$ cat config.mk
export PLATFORM = sky130hd
export DESIGN_NAME = tone_generator
export DESIGN_NICKNAME = d
export VERILOG_FILES = /design/src/rtl/tone_generator.sv
export SDC_FILE = /design/constraint.sdc
export NUM_CORES = 1
export LEC_CHECK = 0
export ABC_AREA = 1
export BUFFER_PORTS_ARGS = -buffer_cell sky130_fd_sc_hd__buf_2
export CORE_MARGIN = 4
export CORE_UTILIZATION = 47
export CTS_BUF_LIST = sky130_fd_sc_hd__clkbuf_4 sky130_fd_sc_hd__clkbuf_8
export DETAILED_ROUTE_END_ITERATION = 12
export GPL_TIMING_DRIVEN = 0
export PLACE_DENSITY_LB_ADDON = 0.15
export SLEW_MARGIN = 20
export SYNTH_ARGS = -nofsm -noshare
export SYNTH_HDL_FRONTEND = slang
export SYNTH_SLANG_ARGS = --single-unit
$ cat constraint.sdc
create_clock -name clk -period 5.4 [get_ports clk]
set_clock_uncertainty 0.15 [all_clocks]
set_input_delay 0.81 -clock clk [delete_from_list [all_inputs] [get_ports clk]]
set_output_delay 0.81 -clock clk [all_outputs]
set_load 0.02 [all_outputs]
$ cat src/rtl/tone_generator.sv
`default_nettype none
// +--------------------------------------------------------------------------+
// | tone_generator: square-wave buzzer driver with pending-note handoff.     |
// | Optional VOLUME_PWM_EN gates the square with a 3-bit PWM volume level.   |
// | Revision: 1.0                                                            |
// +--------------------------------------------------------------------------+
module tone_generator #(
    parameter int CLK_FREQ      = 100000000,
    parameter int SIM_DIV_SHIFT = 0
) (
    input  logic       clk,
    input  logic       rst_n,
    input  logic [9:0] note_in,
    input  logic       note_valid,
    input  logic       enable,
    input  logic [2:0] volume,
    output logic       speaker,
    output logic       playing,
    output logic [9:0] cur_note
);

    typedef enum logic [1:0] {
        IDLE    = 2'd0,
        PLAY    = 2'd1,
        PENDING = 2'd2
    } state_t;

    // Middle-octave half periods in cycles at 100 MHz.
    localparam logic [19:0] c_hp_c = 20'd190839;
    localparam logic [19:0] c_hp_d = 20'd170068;
    localparam logic [19:0] c_hp_e = 20'd151515;
    localparam logic [19:0] c_hp_f = 20'd143266;
    localparam logic [19:0] c_hp_g = 20'd127551;
    localparam logic [19:0] c_hp_a = 20'd113636;
    localparam logic [19:0] c_hp_b = 20'd101214;
    localparam int          c_unused_clk_freq = CLK_FREQ;

    function automatic logic f_is_rest(input logic [9:0] note);
        logic [6:0] pitch;
        pitch = note[8:2];
        return (pitch == 7'd0) || ((pitch & (pitch - 7'd1)) != 7'd0);
    endfunction

    function automatic logic [19:0] f_half_period(input logic [9:0] note);
        logic [19:0] hp;
        hp = 20'd0;
        case (note[8:2])
            7'b0000001: hp = c_hp_c;
            7'b0000010: hp = c_hp_d;
            7'b0000100: hp = c_hp_e;
            7'b0001000: hp = c_hp_f;
            7'b0010000: hp = c_hp_g;
            7'b0100000: hp = c_hp_a;
            7'b1000000: hp = c_hp_b;
            default:    hp = 20'd0;
        endcase
        hp = hp >> SIM_DIV_SHIFT;
        case (note[1:0])
            2'b01:   hp = hp << 1;
            2'b10:   hp = hp >> 1;
            default: hp = hp;
        endcase
        // Sharp is applied after the octave shift.
        if (note[9]) begin
            hp = hp - (hp >> 4);
        end
        if (hp < 20'd2) begin
            hp = 20'd2;
        end
        return hp;
    endfunction

    state_t      r_state;
    logic        r_square;
    logic        r_playing;
    logic [9:0]  r_cur_note;
    logic [9:0]  r_pending;
    logic [19:0] r_counter;
    logic [19:0] r_half_period;

    logic w_run;
    logic w_at_toggle;
    logic w_note_changed;

    assign w_run          = enable & note_valid;
    assign w_at_toggle    = (r_counter == (r_half_period - 20'd1));
    assign w_note_changed = (note_in != r_cur_note);

    always_ff @(posedge clk or negedge rst_n) begin
        if (!rst_n) begin
            r_state       <= IDLE;
            r_square      <= 1'b0;
            r_playing     <= 1'b0;
            r_cur_note    <= 10'd0;
            r_pending     <= 10'd0;
            r_counter     <= 20'd0;
            r_half_period <= 20'd2;
        end else begin
            case (r_state)
                IDLE: begin
                    r_square  <= 1'b0;
                    r_playing <= 1'b0;
                    r_counter <= 20'd0;
                    if (w_run && !f_is_rest(note_in)) begin
                        r_state       <= PLAY;
                        r_square      <= 1'b1;
                        r_playing     <= 1'b1;
                        r_cur_note    <= note_in;
                        r_half_period <= f_half_period(note_in);
                    end
                end
                PLAY: begin
                    // Losing enable or valid outranks a coincident toggle.
                    if (!w_run) begin
                        r_state   <= IDLE;
                        r_square  <= 1'b0;
                        r_playing <= 1'b0;
                        r_counter <= 20'd0;
                        r_pending <= 10'd0;
                    end else begin
                        if (w_at_toggle) begin
                            r_square  <= ~r_square;
                            r_counter <= 20'd0;
                        end else begin
                            r_counter <= r_counter + 20'd1;
                        end
                        if (w_note_changed) begin
                            r_pending <= note_in;
                            r_state   <= PENDING;
                        end
                    end
                end
                PENDING: begin
                    if (!w_run) begin
                        r_state   <= IDLE;
                        r_square  <= 1'b0;
                        r_playing <= 1'b0;
                        r_counter <= 20'd0;
                        r_pending <= 10'd0;
                    end else if (w_at_toggle) begin
                        r_counter <= 20'd0;
                        if (f_is_rest(r_pending)) begin
                            r_state   <= IDLE;
                            r_square  <= 1'b0;
                            r_playing <= 1'b0;
                            r_pending <= 10'd0;
                        end else begin
                            r_state       <= PLAY;
                            r_square      <= ~r_square;
                            r_cur_note    <= r_pending;
                            r_half_period <= f_half_period(r_pending);
                        end
                    end else begin
                        r_counter <= r_counter + 20'd1;
                        if (w_note_changed) begin
                            r_pending <= note_in;
                        end
                    end
                end
                default: begin
                    r_state   <= IDLE;
                    r_square  <= 1'b0;
                    r_playing <= 1'b0;
                    r_counter <= 20'd0;
                end
            endcase
        end
    end

    assign playing  = r_playing;
    assign cur_note = r_cur_note;

`ifdef VOLUME_PWM_EN
    logic [2:0] r_pwm_cnt;

    always_ff @(posedge clk or negedge rst_n) begin
        if (!rst_n) begin
            r_pwm_cnt <= 3'd0;
        end else begin
            r_pwm_cnt <= r_pwm_cnt + 3'd1;
        end
    end

    assign speaker = r_square & (r_pwm_cnt < volume);
`else
    logic w_unused_volume;
    assign w_unused_volume = ^volume;
    assign speaker         = r_square;
`endif

endmodule
`default_nettype wire

==> impl_metrics.yaml, run 1 <==
synth:
  synth_cell_types: 43
  syn-num-nets: 1322
  synth_top_flop_cell: "dfrtp_1"
  synth-seq-cells: 64
  async_reset_ff_share_pct: 100
  ys_seq_area_share_pct: 21.2
  synth_edf_count: 0
  syn_area_per_cell_um2: 5.97
  syn_area_um2: 7550
  ys_warn_count: 0
  netlist_instances: 1263
finish:
  antenna_cells: 0
  layout_commonest_cell: "nand2_1"
  fillers: 1686
  layout-drive-gt1-share_pct: 7.59
  final_net_count: 1359
  syn_to_final_growth_pct: 7.86
  final_cell_mix: "363 x nand2_1, 170 x nor2_1, 133 x inv_1"
sta:
  rsz0062_at_grt: "false"
  report.final.slew_viol_count: 0
  worst_hold_slack_ns: 0.132
  fin_crit_sh_pct: 85.7
  min_period_ns: 4.63
  tightest_slew_ns: 0.614
  hold_viol_final: 0
  slew_headroom_pct: 59.1
  setup_violations: 0
  max_freq_ghz: 0.216
  setup_tns_ns: 0
clock_network:
  path_clk_slew_ns: 0.08
  postCtsSetupBuffers: 0
  cts_root_buf: "clkbuf_8"
  insertion_delay_ns: 0.35
  hold_buffers: 0
  numCtsBuffers: 9
  cts.path.max_buffers: 2
  cts_max_level: 3
  cts_tree: "built"
  cts_num_sinks: 64
  cts_resized: 0
routing:
  drt-pass1-iter-count: 6
  ant_nets: 0
  drt_iter0_drc: 712
  vias_per_cell: 5.33
  drc: 0
  routed_wl_mm: 22.8
  wl_per_cell_um: 15.0
  via_count: 8102
grt:
  grt_max_degree: 58
  grt_pass1_vias: 7406
  grt_pass1_wl_mm: 37.2
  grt_usage_pct: 25.3
  antenna_found_initial: 0
  gr-total-overflow: 0
floorplan:
  io_pins: 29
  rows: 46
  die_h_um: 135
  die-area_um2: 18100
  die_x_um: 135
  fp.coreArea_um2: 15800
  initial_utilization_pct: 47.7
critical_path:
  r2r_start: "r_pending[2]$_DFFE_PN0P_"
  worstSetupStartpointType: "input port"
  cp_max_fo: 10
  r2r_cells: 29
  worstPathArrival_ns: 4.72
  r2r-end: "r_half_period[0]$_DFFE_PN0P_"
  end_kind: "flip-flop"
  rrSetupSlack_ns: 0.88
  critPathKind: "in -> reg"
  critPathRequiredTime_ns: 5.49
placement:
  dp_hpwl_mm: 18.6
  gp_congestion: 1.03
  io_buffer_count: 25
run_status:
  status: "finished, final reports clean"
worst_hold_path:
  hold_class: "in -> async"
job:
  maxCapViolCount: 0
per-layer routing:
metal,wire [µm],vias to the layer above,track usage (%)
li1,-,4166,-
met1,11200,3641,37.3
met2,9770,256,39.4
met3,1370,39,2.87
met4,483,0,6.28
met5,0,-,0
registers in the layout, indices dropped and copies added (netlist names):
register,flops
r_pending,10
r_half_period,20
playing,1
r_counter,20
cur_note,10
speaker,1
r_state,2
per-stage QoR:
step	util [%]	cells	worst slack [ns]	instance area (µm²)
global route	51.4	1521	0.298	8140
floorplan	-	1263	1.33	7550
finish	51.4	1521	0.774	8140
detailed placement	50.4	1505	0.455	7970
CTS	51.4	1521	0.827	8140
global placement	50.2	1504	0.486	7940
worst max-delay path by stage:
stage,slack (ns),endpoint,startpoint,depth (start not counted)
floorplan,1.33,r_half_period[0]$_DFFE_PN0P_,note_in[0],27
global placement,0.49,r_half_period[0]$_DFFE_PN0P_,note_in[0],28
detailed placement,0.45,r_half_period[0]$_DFFE_PN0P_,note_in[0],28
CTS,0.83,r_half_period[0]$_DFFE_PN0P_,note_in[0],28
global route,0.30,r_half_period[0]$_DFFE_PN0P_,note_in[0],28
finish,0.77,r_half_period[0]$_DFFE_PN0P_,note_in[0],26
Yosys cell counts, types with 2 or more instances:
library cell  count  share of area [%]
ha_1             40                6.6
o22ai_1           2               0.17
clkinv_1          2               0.10
a21oi_1          61                4.0
nand2_1         363                 18
buf_2             6               0.40
a21o_1            4               0.40
nor3_1           14               0.93
buf_1             4               0.20
nand3_1         129                8.6
buf_6             3               0.45
nand3b_1          5               0.50
nand2_2           3               0.25
inv_1           133                6.6
a31oi_1           4               0.33
nor3b_1           3               0.30
clkbuf_1         23                1.1
o21ai_2          13                1.5
nor3_2            2               0.27
xor2_1           46                5.3
nor2_2            5               0.41
xnor2_1          19                2.2
o21ai_1          10               0.66
or2_2            16                1.3
o211ai_1          2               0.20
inv_2             2               0.10
o21ai_0          76                5.0
nor4_1            6               0.50
nand3_2           2               0.27
nor2_1          170                8.5
dfrtp_1          63                 21
nand4_1          17                1.4
fa_1              2               0.53
a21boi_0          3               0.30
o21bai_1          2               0.20
cell type report:
class	instances	area, µm²	area share (%)
Buffer	36	165	2.03
Clock buffer	10	131	1.61
Clock inverter	6	36.3	0.446
Inverter	137	514	6.32
Multi-Input combinational cell	1026	5260	64.7
Sequential cell	64	1600	19.7
Tap cell	216	270	3.32
Timing Repair Buffer	26	155	1.91
worst max-delay path, stage by stage:
cell	delay (ns)
buf_2	0.15
inv_1	0.07
ha_1	0.27
clkbuf_1	0.27
clkbuf_1	0.40
nand3_1	0.18
o21ai_0	0.21
ha_1	0.23
inv_1	0.06
fa_1	0.41
nand3_1	0.09
nand2_1	0.12
nand2_1	0.08
nand2_1	0.10
nand3_1	0.14
nand2_1	0.07
nand2_1	0.09
nand3_1	0.18
xor2_1	0.23
nand3_1	0.10
nor2_1	0.10
nand2_1	0.07
nand2_1	0.08
nand2_1	0.08
nand2_1	0.06
nand2_1	0.05
cell families after synthesis:
logic type / synth area share [%]
XOR/XNOR: 7.54
buffers and inverters: 9.00
flip-flops: 21.2
adder cells (fa/ha/maj): 7.16
AO/OA/AOI/OAI: 13.3
AND/OR/NAND/NOR: 41.8
Power of run 1 is not shown: default switching activity piles up to over one toggle a cycle in this logic, so the estimate is an artifact.
==> run 2: changes to the inputs <==
PLACE_DENSITY = 0.73   (was unset)
PLACE_DENSITY_LB_ADDON = unset   (was 0.15)
==> run 2 against run 1 <==
Final cell count is the same. First-iteration DRC count grew 0.84%. Critical path depth grew 2. Worst setup slack lost 0.055 ns. Non-clock buffer count is the same. Count of clock-buffer cells in the layout grew 1. Via count grew 1.4%. Register-to-register slack lost 0.14 ns. Die area is the same. Core utilization grew 0.25 points. Critical path type unchanged. Largest cell class unchanged.
==> impl_metrics.yaml, run 2 (synthesis gave the netlist of run 1 again) <==
critical_path:
  cp_max_fo: 10
  worstSetupStartpointType: "input port"
  cp-startpoint: "note_in[0]"
  r2r_start: "r_pending[0]$_DFFE_PN0P_"
  end_kind: "flip-flop"
  worstPathArrival_ns: 4.78
  critPathRequiredTime_ns: 5.50
  critPathKind: "in -> reg"
  r2r_cells: 22
sta:
  tightest_slew_ns: 0.679
  slew_headroom_pct: 54.2
  setup_tns_ns: 0
  report.final.slew_viol_count: 0
  setup_violations: 0
  rsz0062_at_grt: "false"
  fin_crit_sh_pct: 86.7
  min_period_ns: 4.68
  hold_viol_final: 0
  max_freq_ghz: 0.214
grt:
  antenna_found_initial: 0
  gr-total-overflow: 0
  grt_usage_pct: 25.2
  grt_pass1_wl_mm: 37.3
  grt_max_degree: 42
  grt_pass1_vias: 7689
finish:
  antenna_cells: 0
  layout_commonest_cell: "nand2_1"
  final_cell_mix: "363 x nand2_1, 170 x nor2_1, 133 x inv_1"
  multi_input_area_um2: 5260
  syn_to_final_growth_pct: 8.37
  top_regs: "r_counter x20, r_half_period x20"
  fin_cells: 1521
  layout-drive-gt1-share_pct: 7.59
  seqCellArea_um2: 1600
  final_net_count: 1359
  fillers: 1660
clock_network:
  cts_tree: "built"
  cts.path.max_buffers: 2
  insertion_delay_ns: 0.36
  cts_max_level: 3
  cts_num_sinks: 64
  numCtsBuffers: 9
  path_clk_slew_ns: 0.09
  cts_resized: 0
  cts_root_buf: "clkbuf_8"
  postCtsSetupBuffers: 0
  hold_buffers: 0
routing:
  drt-pass1-iter-count: 5
  wl_per_cell_um: 14.8
  routed_wl_mm: 22.6
  via_count: 8213
  drt_iter0_drc: 718
  ant_nets: 0
  drc: 0
  vias_per_cell: 5.40
run_status:
  status: "finished, final reports clean"
floorplan:
  io_pins: 29
  die_x_um: 135
  initial_utilization_pct: 47.7
  die_h_um: 135
  fp.coreArea_um2: 15800
  die-area_um2: 18100
  rows: 46
job:
  maxCapViolCount: 0
worst_hold_path:
  hold_class: "in -> async"
placement:
  dp_hpwl_mm: 18.3
  io_buffer_count: 25
  gp_congestion: 0.959
  placedCellCount: 1505
## run 2: per-stage QoR
stage | worst slack [ns] | hold slack (ns) | cell area [µm²] | util [%]
global route | 0.281 | 0.197 | 8180 | 51.7
global placement | 0.402 | 0.317 | 7940 | 50.2
floorplan | 1.33 | 0.304 | 7550 | -
detailed placement | 0.450 | 0.319 | 7960 | 50.3
finish | 0.719 | 0.185 | 8180 | 51.7
CTS | 0.805 | 0.186 | 8180 | 51.7
## run 2: worst max-delay path, stage by stage
cell and delay (ns):
buf_2 0.14, inv_1 0.07, ha_1 0.27, clkbuf_1 0.31
clkinv_1 0.31, buf_1 0.29, nand3_1 0.14, nand2_1 0.08
inv_1 0.09, ha_1 0.15, inv_1 0.06, fa_1 0.40
nand3_1 0.08, nand2_1 0.14, nand2_1 0.09, nand2_1 0.10
nand3_1 0.11, nand2_1 0.06, nand2_1 0.10, nand3_1 0.14
xor2_1 0.24, nand3_1 0.10, nor2_1 0.10, nand2_1 0.08
nand2_1 0.09, nand2_1 0.09, nand2_1 0.09, nand2_1 0.06
## run 2: routing by layer
metal	vias to the layer above	routed length, µm	track usage (%)
li1	4166	-	-
met3	40	1460	3.43
met2	293	10500	42.0
met1	3714	9930	33.5
met4	0	663	8.82
met5	-	0	0
## run 2: layout make-up
class	count	share of cell area [%]
repair buffers	26	1.81
well taps	216	3.30
clock buffers	11	1.85
inverters	137	6.29
multi-input cells	1026	64.4
clock inverters	5	0.765
plain buffers	36	2.02
flip-flops and latches	64	19.6
## run 2: path summary, 6_finish.rpt
kind	to	slack, ns
setup / recovery	r_half_period[0]$_DFFE_PN0P_	0.72
hold / removal	speaker$_DFFE_PN0P_	0.18
setup reg to reg	r_half_period[0]$_DFFE_PN0P_	0.74
hold reg to reg	r_half_period[1]$_DFFE_PN1P_	0.33
max in group asynchronous	r_half_period[9]$_DFFE_PN0P_	4.37
min in group clk	r_half_period[1]$_DFFE_PN1P_	0.33
Power of run 2 is left out for the same reason.
